**src/rtl/cpu_boot_ctrl.sv**
```systemverilog
// cpu_boot_ctrl: holds the C908 in reset during host IRAM/SRAM load and
// releases it once the load is quiet; re-enters reset on request, lock loss or watchdog.
module cpu_boot_ctrl #(
    parameter int HOLD_CYCLES  = 16,
    parameter int QUIET_CYCLES = 64,
    parameter int WDT_CYCLES   = 0
) (
    input  logic        I_clk,
    input  logic        I_rst,
    input  logic        I_locked,
    input  logic        I_force_rst,
    input  logic        I_isa_wren,
    input  logic        I_sys_wren,
    input  logic        I_retire,
    output logic        O_cpu_rst_b,
    output logic [1:0]  O_state,
    output logic [15:0] O_isa_wr_cnt,
    output logic [15:0] O_sys_wr_cnt,
    output logic        O_wdt_expired,
    output logic        O_err_wr
);

    typedef enum logic [1:0] {
        S_HOLD  = 2'd0,
        S_LOAD  = 2'd1,
        S_QUIET = 2'd2,
        S_RUN   = 2'd3
    } state_t;

    localparam logic [31:0] HOLD_LAST  = 32'(HOLD_CYCLES - 1);
    localparam logic [31:0] QUIET_LAST = 32'(QUIET_CYCLES - 1);
    localparam logic [31:0] WDT_LAST   = 32'(WDT_CYCLES - 1);

    state_t      state, state_n;
    logic [31:0] cnt, cnt_n;
    logic [15:0] isa_cnt, isa_cnt_n;
    logic [15:0] sys_cnt, sys_cnt_n;
    logic        wdt, wdt_n;
    logic        err, err_n;
    logic        force_m, force_s, force_q;
    logic        force_rise;
    logic        any_wr;
    logic        load_entry;
    logic        count_wr;

    assign force_rise = force_s & ~force_q;
    assign any_wr     = I_isa_wren | I_sys_wren;

    always_comb begin
        state_n    = state;
        cnt_n      = cnt;
        isa_cnt_n  = isa_cnt;
        sys_cnt_n  = sys_cnt;
        wdt_n      = wdt;
        err_n      = err;
        load_entry = 1'b0;
        count_wr   = 1'b0;

        if (!I_locked) begin
            state_n = S_HOLD;
            cnt_n   = '0;
        end else begin
            unique case (state)
                S_HOLD: begin
                    if (force_s) begin
                        load_entry = 1'b1;
                    end else begin
                        if (any_wr) err_n = 1'b1;
                        if (cnt == HOLD_LAST) begin
                            state_n = S_RUN;
                            cnt_n   = '0;
                        end else begin
                            cnt_n = cnt + 32'd1;
                        end
                    end
                end
                S_LOAD: begin
                    cnt_n    = '0;
                    count_wr = 1'b1;
                    if (!force_s) state_n = S_QUIET;
                end
                S_QUIET: begin
                    if (force_s) begin
                        load_entry = 1'b1;
                    end else begin
                        count_wr = 1'b1;
                        if (any_wr) begin
                            cnt_n = '0;
                        end else if (cnt == QUIET_LAST) begin
                            state_n = S_RUN;
                            cnt_n   = '0;
                        end else begin
                            cnt_n = cnt + 32'd1;
                        end
                    end
                end
                S_RUN: begin
                    if (force_rise) begin
                        load_entry = 1'b1;
                    end else begin
                        if (any_wr) err_n = 1'b1;
                        if (WDT_CYCLES != 0) begin
                            if (I_retire) begin
                                cnt_n = '0;
                            end else if (cnt == WDT_LAST) begin
                                wdt_n   = 1'b1;
                                state_n = S_HOLD;
                                cnt_n   = '0;
                            end else begin
                                cnt_n = cnt + 32'd1;
                            end
                        end
                    end
                end
            endcase
        end

        // A fresh load starts with clean counters and flags.
        if (load_entry) begin
            state_n   = S_LOAD;
            cnt_n     = '0;
            isa_cnt_n = '0;
            sys_cnt_n = '0;
            wdt_n     = 1'b0;
            err_n     = 1'b0;
        end

        if (count_wr) begin
            if (I_isa_wren && isa_cnt != 16'hFFFF) isa_cnt_n = isa_cnt + 16'd1;
            if (I_sys_wren && sys_cnt != 16'hFFFF) sys_cnt_n = sys_cnt + 16'd1;
        end
    end

    always_ff @(posedge I_clk) begin
        if (I_rst) begin
            state   <= S_HOLD;
            cnt     <= '0;
            isa_cnt <= '0;
            sys_cnt <= '0;
            wdt     <= 1'b0;
            err     <= 1'b0;
            force_m <= 1'b0;
            force_s <= 1'b0;
            force_q <= 1'b0;
        end else begin
            state   <= state_n;
            cnt     <= cnt_n;
            isa_cnt <= isa_cnt_n;
            sys_cnt <= sys_cnt_n;
            wdt     <= wdt_n;
            err     <= err_n;
            force_m <= I_force_rst;
            force_s <= force_m;
            force_q <= force_s;
        end
    end

    assign O_cpu_rst_b   = (state == S_RUN);
    assign O_state       = state;
    assign O_isa_wr_cnt  = isa_cnt;
    assign O_sys_wr_cnt  = sys_cnt;
    assign O_wdt_expired = wdt;
    assign O_err_wr      = err;

endmodule

```
**config.mk**
```make
export PLATFORM = sky130hd
export DESIGN_NAME = cpu_boot_ctrl
export DESIGN_NICKNAME = d
export VERILOG_FILES = /design/src/rtl/cpu_boot_ctrl.sv
export SDC_FILE = /design/constraint.sdc
export NUM_CORES = 1
export LEC_CHECK = 0
export BUFFER_PORTS_ARGS = -buffer_cell sky130_fd_sc_hd__buf_2
export CAP_MARGIN = 15
export CORE_ASPECT_RATIO = 0.9
export CORE_MARGIN = 2
export CORE_UTILIZATION = 40
export DETAILED_ROUTE_END_ITERATION = 8
export PLACE_DENSITY_LB_ADDON = 0.12
export SYNTH_ARGS = -nofsm -noshare
export SYNTH_HDL_FRONTEND = slang
export SYNTH_SLANG_ARGS = --single-unit
```
**constraint.sdc**
```tcl
create_clock -name I_clk -period 4.4 [get_ports I_clk]
set_input_delay 0.22 -clock I_clk [delete_from_list [all_inputs] [get_ports I_clk]]
set_output_delay 0.22 -clock I_clk [all_outputs]
set_load 0.005 [all_outputs]
```
==> impl_metrics.env, run 1 <==
export IMPL_status="finished clean"
export IMPL_cts_hold_buffers=0
export IMPL_r2r_slack_ps=1320
export IMPL_pre_cts_slack_ps=1340
export IMPL_synth_area_um2=3780
export IMPL_grt_ovfl_total=0
export IMPL_post_cts_setup_buffers=0
export IMPL_worstHoldPathType="in -> reg"
export IMPL_fin_hold_ws_ps=81.6
export IMPL_die_h_um=96.2
export IMPL_grt_pass1_vias=3176
export IMPL_path_delay_family="simple AND/OR/NAND/NOR gates"
export IMPL_drc=0
export IMPL_cts_root_buf="clkbuf_8"
export IMPL_r2r_end="cnt[7]$_SDFFE_PP0P_"
export IMPL_final_cells=638
export IMPL_finalSetupViolations=0
export IMPL_leakage_uw=0.00170
export IMPL_slew_headroom_pct=33.0
export IMPL_synth_area_leaders="dfxtp_1, nand2_1, nand3_1"
export IMPL_slowest_stage="or3_2"
export IMPL_viasPerCell=5.58
export IMPL_endpoint="cnt[7]$_SDFFE_PP0P_"
export IMPL_fin_ws_ps=1320
export IMPL_crit_start="O_state[0]$_SDFFE_PP0P_"
export IMPL_synth_cells=474
export IMPL_synth_top_family_by_area="simple AND/OR/NAND/NOR gates"
export IMPL_synth_top_area_cell="dfxtp_1"
export IMPL_critPathRequiredTime_ps=4680
export IMPL_wl_per_cell_um=14.9
export IMPL_cts_buffers=9
export IMPL_critPathMaxStageDelay_ps=580
export IMPL_dp_hpwl_mm=6.50
export IMPL_place_inst=622
export IMPL_arrival_ps=3360
export IMPL_ys_ff_latch=70
export IMPL_htree_levels=3
export IMPL_fin_util_pct=47.2
export IMPL_worstPathMaxFanout=20
export IMPL_gp_congestion=0.814
export IMPL_syn_to_final_growth_pct=14.6
export IMPL_r2r_start="O_state[0]$_SDFFE_PP0P_"
export IMPL_peakVddDrop_mv=0.145
export IMPL_synth_xor_area_share_pct=3.48
export IMPL_synth_compound_area_share_pct=16.8
export IMPL_diodes=0
export IMPL_drv_cap=0
export IMPL_synth_net_count=489
export IMPL_drtIter0Drc=186
export IMPL_worst_pin_slew_ps=1000
export IMPL_postSynth_asyncResetShare_pct=0
export IMPL_min_period_ps=3080
export IMPL_cts_tree="built"
export IMPL_p_sw_uw=317
export IMPL_vias=3558
export IMPL_p_per_area_nw_per_um2=313
export IMPL_grt_usage_pct=19.6
export IMPL_yosysTopAreaCellShare_pct=37.1
export IMPL_crit_path_start_kind="flop"
export IMPL_cp_end_kind="flop"
export IMPL_p_comb_share_pct=5.0
export IMPL_p_sw_share_pct=23.4
export IMPL_max_freq_ghz=0.324
export IMPL_core_um2=9170
export IMPL_nNetsFinal=526
export IMPL_power_frac_seq_pct=47.3
export IMPL_drive_gt1_share_pct=15.1
export IMPL_crit_cells=7
export IMPL_hold_path_cell_count=2
export IMPL_start_util_pct=41.2
export IMPL_insertion_delay_ps=360
export IMPL_synth_distinct_cells=63
export IMPL_cts_resized_gates=0
export IMPL_synth_warnings=0
export IMPL_rsz0062_at_grt="false"
export IMPL_routed_wl_mm=9.53
export IMPL_p_int_uw=1040
export IMPL_avgSynthCellArea_um2=7.97
export IMPL_synth_edff_count=0
export IMPL_p_clk_share_pct=47.7
export IMPL_period_share_pct=70.1
export IMPL_antenna_found_initial=0
export IMPL_dieArea_um2=10200
export IMPL_tns_ps=0
export IMPL_synthMuxAreaShare_pct=1.36
export IMPL_grt_pass1_wl_mm=15.9
export IMPL_synth_fa_ha_area_share_pct=2.65
export IMPL_clock_sinks=70
export IMPL_crit_buf_inv=1
export IMPL_reg2reg_depth=7
export IMPL_io_pins=44
export IMPL_hold_viol_final=0
export IMPL_cts_buffer_depth=2
export IMPL_firstDrtPassIters=4
export IMPL_rows=33
export IMPL_crit_path_cell_trace="inv_1 > ha_1 > o31a_1 > nor4_1 > nand2_1 > or3_2 > o21ai_0"
export IMPL_slew_violations=0
export IMPL_drtAntennaViolNets=0
export IMPL_ys_seq_area_share_pct=37.1
export IMPL_critPathKind="reg -> reg"
export IMPL_die_w_um=106
export IMPL_finClkSkew_ps=13.7
export IMPL_synth_ff_type="dfxtp_1"
export IMPL_grt_max_degree=21
export IMPL_port_buffers=41
export IMPL_clkTransAtPathRegs_ps=90
export IMPL_synth_simple_area_share_pct=35.2
## area by class of cell
class / count / area [um^2]
clock buffer: 9 / 124
clock inverter: 7 / 121
fill: 921 / 4840
inverter: 12 / 45.0
multi-input combinational: 373 / 2250
sequential: 70 / 1400
tap: 122 / 153
timing repair buffer: 45 / 235
## registers in the layout (all words and copies together), names as in the netlist
name and count:
O_err_wr 1, O_isa_wr_cnt 16, O_state 2, O_sys_wr_cnt 16
cnt 32, force_m 1, force_q 1, force_s 1
## per-layer routing
| metal | track usage [%] | share of wire (%) | vias to the layer above |
|---|---|---|---|
| li1 | - | - | 1820 |
| met1 | 27.9 | 52 | 1676 |
| met2 | 28.7 | 44 | 58 |
| met3 | 5.21 | 3.9 | 4 |
| met4 | 6.49 | 0.57 | 0 |
| met5 | 0 | 0 | - |
## synth_stat cells, types with 3 or more instances
master / number
nor2_1: 40
a31oi_1: 11
and3_1: 17
or3_1: 18
dfxtp_1: 70
xnor2_1: 4
buf_2: 4
clkbuf_1: 12
nor4_1: 14
a311oi_1: 3
and2_1: 9
nand2_1: 44
a21oi_1: 29
nor2b_1: 8
mux2i_1: 4
nand2b_1: 6
inv_1: 12
nand4_1: 15
nand3_1: 30
ha_1: 8
xor2_1: 11
nor3_1: 11
or4_1: 5
o21ai_0: 28
and4_1: 6
a21o_1: 9
## metrics by stage
step | total power, uW | instance area [um^2]
final | 1350 | 4330
after global placement | 723 | 4090
after floorplan | 704 | 3780
after CTS | 1380 | 4330
after detailed placement | 724 | 4090
after global routing | 1410 | 4330
## power by group through the flow
stage	registers (uW)	logic [uW]	clock network, uW
floorplan	655	49.0	0
global placement	656	67.1	0
detailed placement	656	67.5	0
CTS	641	68.0	666
global route	642	76.7	693
finish	641	67.7	646
## logic make-up after synthesis
logic type | Yosys count
and+or+nand+nor | 244
other | 1
AOI/OAI and AO/OA | 100
buffers and inverters | 31
muxes | 5
xor gates and xnor gates | 15
DFF | 70
adders and majority gates | 8
## worst min-delay path by stage
| stage | from | to | slack (ps) |
|---|---|---|---|
| 4_1_cts | I_force_rst | force_m$_SDFF_PP0_ | 60 |
| 6_report | I_force_rst | force_m$_SDFF_PP0_ | 80 |
| 5_1_grt | I_force_rst | force_m$_SDFF_PP0_ | 90 |
| 2_1_floorplan | I_force_rst | force_m$_SDFF_PP0_ | 350 |
| 3_5_place_dp | force_m$_SDFF_PP0_ | force_s$_SDFF_PP0_ | 440 |
| 3_3_place_gp | force_m$_SDFF_PP0_ | force_s$_SDFF_PP0_ | 420 |
## placed cells by master (no fill, tap or decap), types with 3 or more instances in the layout
master and count:
xor2_1 11, a21oi_1 29, mux2i_1 4, or3_1 18, nor2b_1 8, or4_1 5, nor3_1 11, a311oi_1 3
nand3_1 30, and2_1 9, nor4_1 14, ha_1 8, bufinv_16 3, buf_2 41, a21o_1 9, and3_1 17
inv_1 12, xnor2_1 4, nand2_1 44, nor2_1 40, dfxtp_1 70, buf_4 4, nand4_1 15, and4_1 6
a31oi_1 11, o21ai_0 28, clkbuf_8 9, nand2b_1 6
(Power assumes the default switching activity.)
==> inputs of run 2 (changes only) <==
clock period = 3 ns   (was 4.4 ns; I/O delays follow)
==> impl_metrics.env, run 2 (synthesis results as in run 1) <==
export IMPL_status="finished clean"
export IMPL_grt_pass1_wl_mm=15.7
export IMPL_p_per_area_nw_per_um2=421
export IMPL_drv_cap=0
export IMPL_gp_congestion=0.821
export IMPL_clock_sinks=70
export IMPL_cts_buffer_depth=2
export IMPL_start_util_pct=41.2
export IMPL_crit_path_start_kind="flop"
export IMPL_min_period_ps=2680
export IMPL_port_buffers=41
export IMPL_critPathKind="reg -> reg"
export IMPL_finalSetupViolations=0
export IMPL_drc=0
export IMPL_dieArea_um2=10200
export IMPL_crit_cells=7
export IMPL_cts_tree="built"
export IMPL_grt_pass1_vias=3233
export IMPL_slew_headroom_pct=49.6
export IMPL_critPathRequiredTime_ps=3290
export IMPL_rows=33
export IMPL_crit_path_cell_trace="inv_1 > ha_1 > o31a_1 > or2_0 > or3_1 > o21ai_0 > a21o_1"
export IMPL_antenna_found_initial=0
export IMPL_core_um2=9170
export IMPL_period_share_pct=89.3
export IMPL_final_area_um2=4370
export IMPL_grt_ovfl_total=0
export IMPL_viasPerCell=5.55
export IMPL_rsz0062_at_grt="false"
export IMPL_final_common_cell="dfxtp_1"
export IMPL_reg2reg_depth=7
export IMPL_r2r_slack_ps=320
export IMPL_dpl_cell_area_um2=4150
export IMPL_die_w_um=106
export IMPL_fillers=949
export IMPL_hold_viol_final=0
export IMPL_leakage_uw=0.00172
export IMPL_grt_usage_pct=19.2
export IMPL_diodes=0
export IMPL_cts_root_buf="clkbuf_8"
export IMPL_place_inst=631
export IMPL_hold_end="O_err_wr$_SDFFE_PP0P_"
export IMPL_post_cts_setup_buffers=0
export IMPL_wl_per_cell_um=14.6
export IMPL_finClkSkew_ps=12.8
export IMPL_drtIter0Drc=216
export IMPL_r2r_end="cnt[22]$_SDFFE_PP0P_"
export IMPL_htree_levels=3
export IMPL_clkTransAtPathRegs_ps=80
export IMPL_syn_to_final_growth_pct=15.5
export IMPL_tns_ps=0
export IMPL_worst_pin_slew_ps=757
export IMPL_path_delay_family="simple AND/OR/NAND/NOR gates"
export IMPL_fin_ws_ps=321
export IMPL_cp_end_kind="flop"
export IMPL_dp_hpwl_mm=6.76
export IMPL_mostFrequentLayoutCells="dfxtp_1, nand2_1, buf_2"
export IMPL_firstDrtPassIters=4
export IMPL_r2r_start="O_state[0]$_SDFFE_PP0P_"
export IMPL_nNetsFinal=536
export IMPL_io_pins=44
export IMPL_pre_cts_slack_ps=366
export IMPL_cts_buffers=9
export IMPL_slowest_stage="or3_1"
export IMPL_critPathMaxStageDelay_ps=570
export IMPL_die_h_um=96.2
export IMPL_insertion_delay_ps=360
export IMPL_largest_reg_flops=32
export IMPL_worstHoldPathType="in -> reg"
export IMPL_peakVddDrop_mv=0.209
export IMPL_crit_buf_inv=1
export IMPL_multi_input_area_um2=2250
export IMPL_routed_wl_mm=9.44
export IMPL_max_freq_ghz=0.373
export IMPL_register_area_um2=1400
export IMPL_drtAntennaViolNets=0
export IMPL_slew_violations=0
export IMPL_arrival_ps=2970
export IMPL_worstPathMaxFanout=9
export IMPL_grt_max_degree=20
export IMPL_min_from="I_locked"
export IMPL_finalPower_uw=1840
export IMPL_vias=3598
export IMPL_final_cells=648
export IMPL_drive_gt1_share_pct=16.5
export IMPL_hold_path_cell_count=3
export IMPL_regMostFlops="cnt"
-- run 2: changes by cell type in the layout (fill, tap and decap cells not counted), sizes merged --
| cell | change |
|---|---|
| clkinvlp | +3 |
| clkinv | -3 |
| inv | +2 |
| bufinv | -2 |
| dlygate4sd3 | +1 |
| buf | +9 |
-- run 2: worst reg2reg max path, stage by stage (launching register included) --
cell,delay (ps)
dfxtp_1,530
inv_1,120
ha_1,280
o31a_1,380
or2_0,370
or3_1,570
o21ai_0,250
a21o_1,140
-- run 2: area by class of cell --
class / instances / area share, %
multi-input combinational: 373 / 51.6
sequential: 70 / 32.1
timing repair buffer: 55 / 7.17
tap: 122 / 3.50
clock buffer: 9 / 2.84
clock inverter: 7 / 1.81
inverter: 12 / 1.03
-- run 2: report_power, final --
part | internal, uW | total (uW) | switching (uW)
Combinational | 37.7 | 105 | 67.1
Sequential | 934 | 940 | 6.66
Clock | 392 | 793 | 401
-- run 2: timing repair --
| item | 4_1_cts | 5_1_grt |
|---|---|---|
| endpoints found under the hold margin | 1 | 0 |
| hold buffers | 1 | 0 |
| resized for setup | 0 | 0 |
-- run 2: through the flow --
step,hold WS [ps],utilization (%)
6_report,108,47.6
5_1_grt,104,47.6
4_1_cts,85.2,47.6
3_5_place_dp,366,45.3
3_3_place_gp,362,45.3
2_1_floorplan,278,-
-- run 2: metal layers --
layer / wire (um) / vias up / track usage (%)
li1: - / 1840 / -
met1: 4920 / 1673 / 27.4
met2: 3890 / 74 / 28.3
met3: 486 / 11 / 4.20
met4: 136 / 0 / 7.36
met5: 0 / - / 0
-- run 2: how the worst max path moves through the flow --
stage | startpoint | to | slack [ps]
finish | O_state[0]$_SDFFE_PP0P_ | cnt[22]$_SDFFE_PP0P_ | 320
global route | O_state[0]$_SDFFE_PP0P_ | cnt[22]$_SDFFE_PP0P_ | 150
CTS | O_state[0]$_SDFFE_PP0P_ | cnt[22]$_SDFFE_PP0P_ | 340
detailed placement | O_state[0]$_SDFFE_PP0P_ | cnt[22]$_SDFFE_PP0P_ | 370
global placement | O_state[0]$_SDFFE_PP0P_ | cnt[2]$_SDFFE_PP0P_ | 430
floorplan | O_state[0]$_SDFFE_PP0P_ | cnt[23]$_SDFFE_PP0P_ | 590
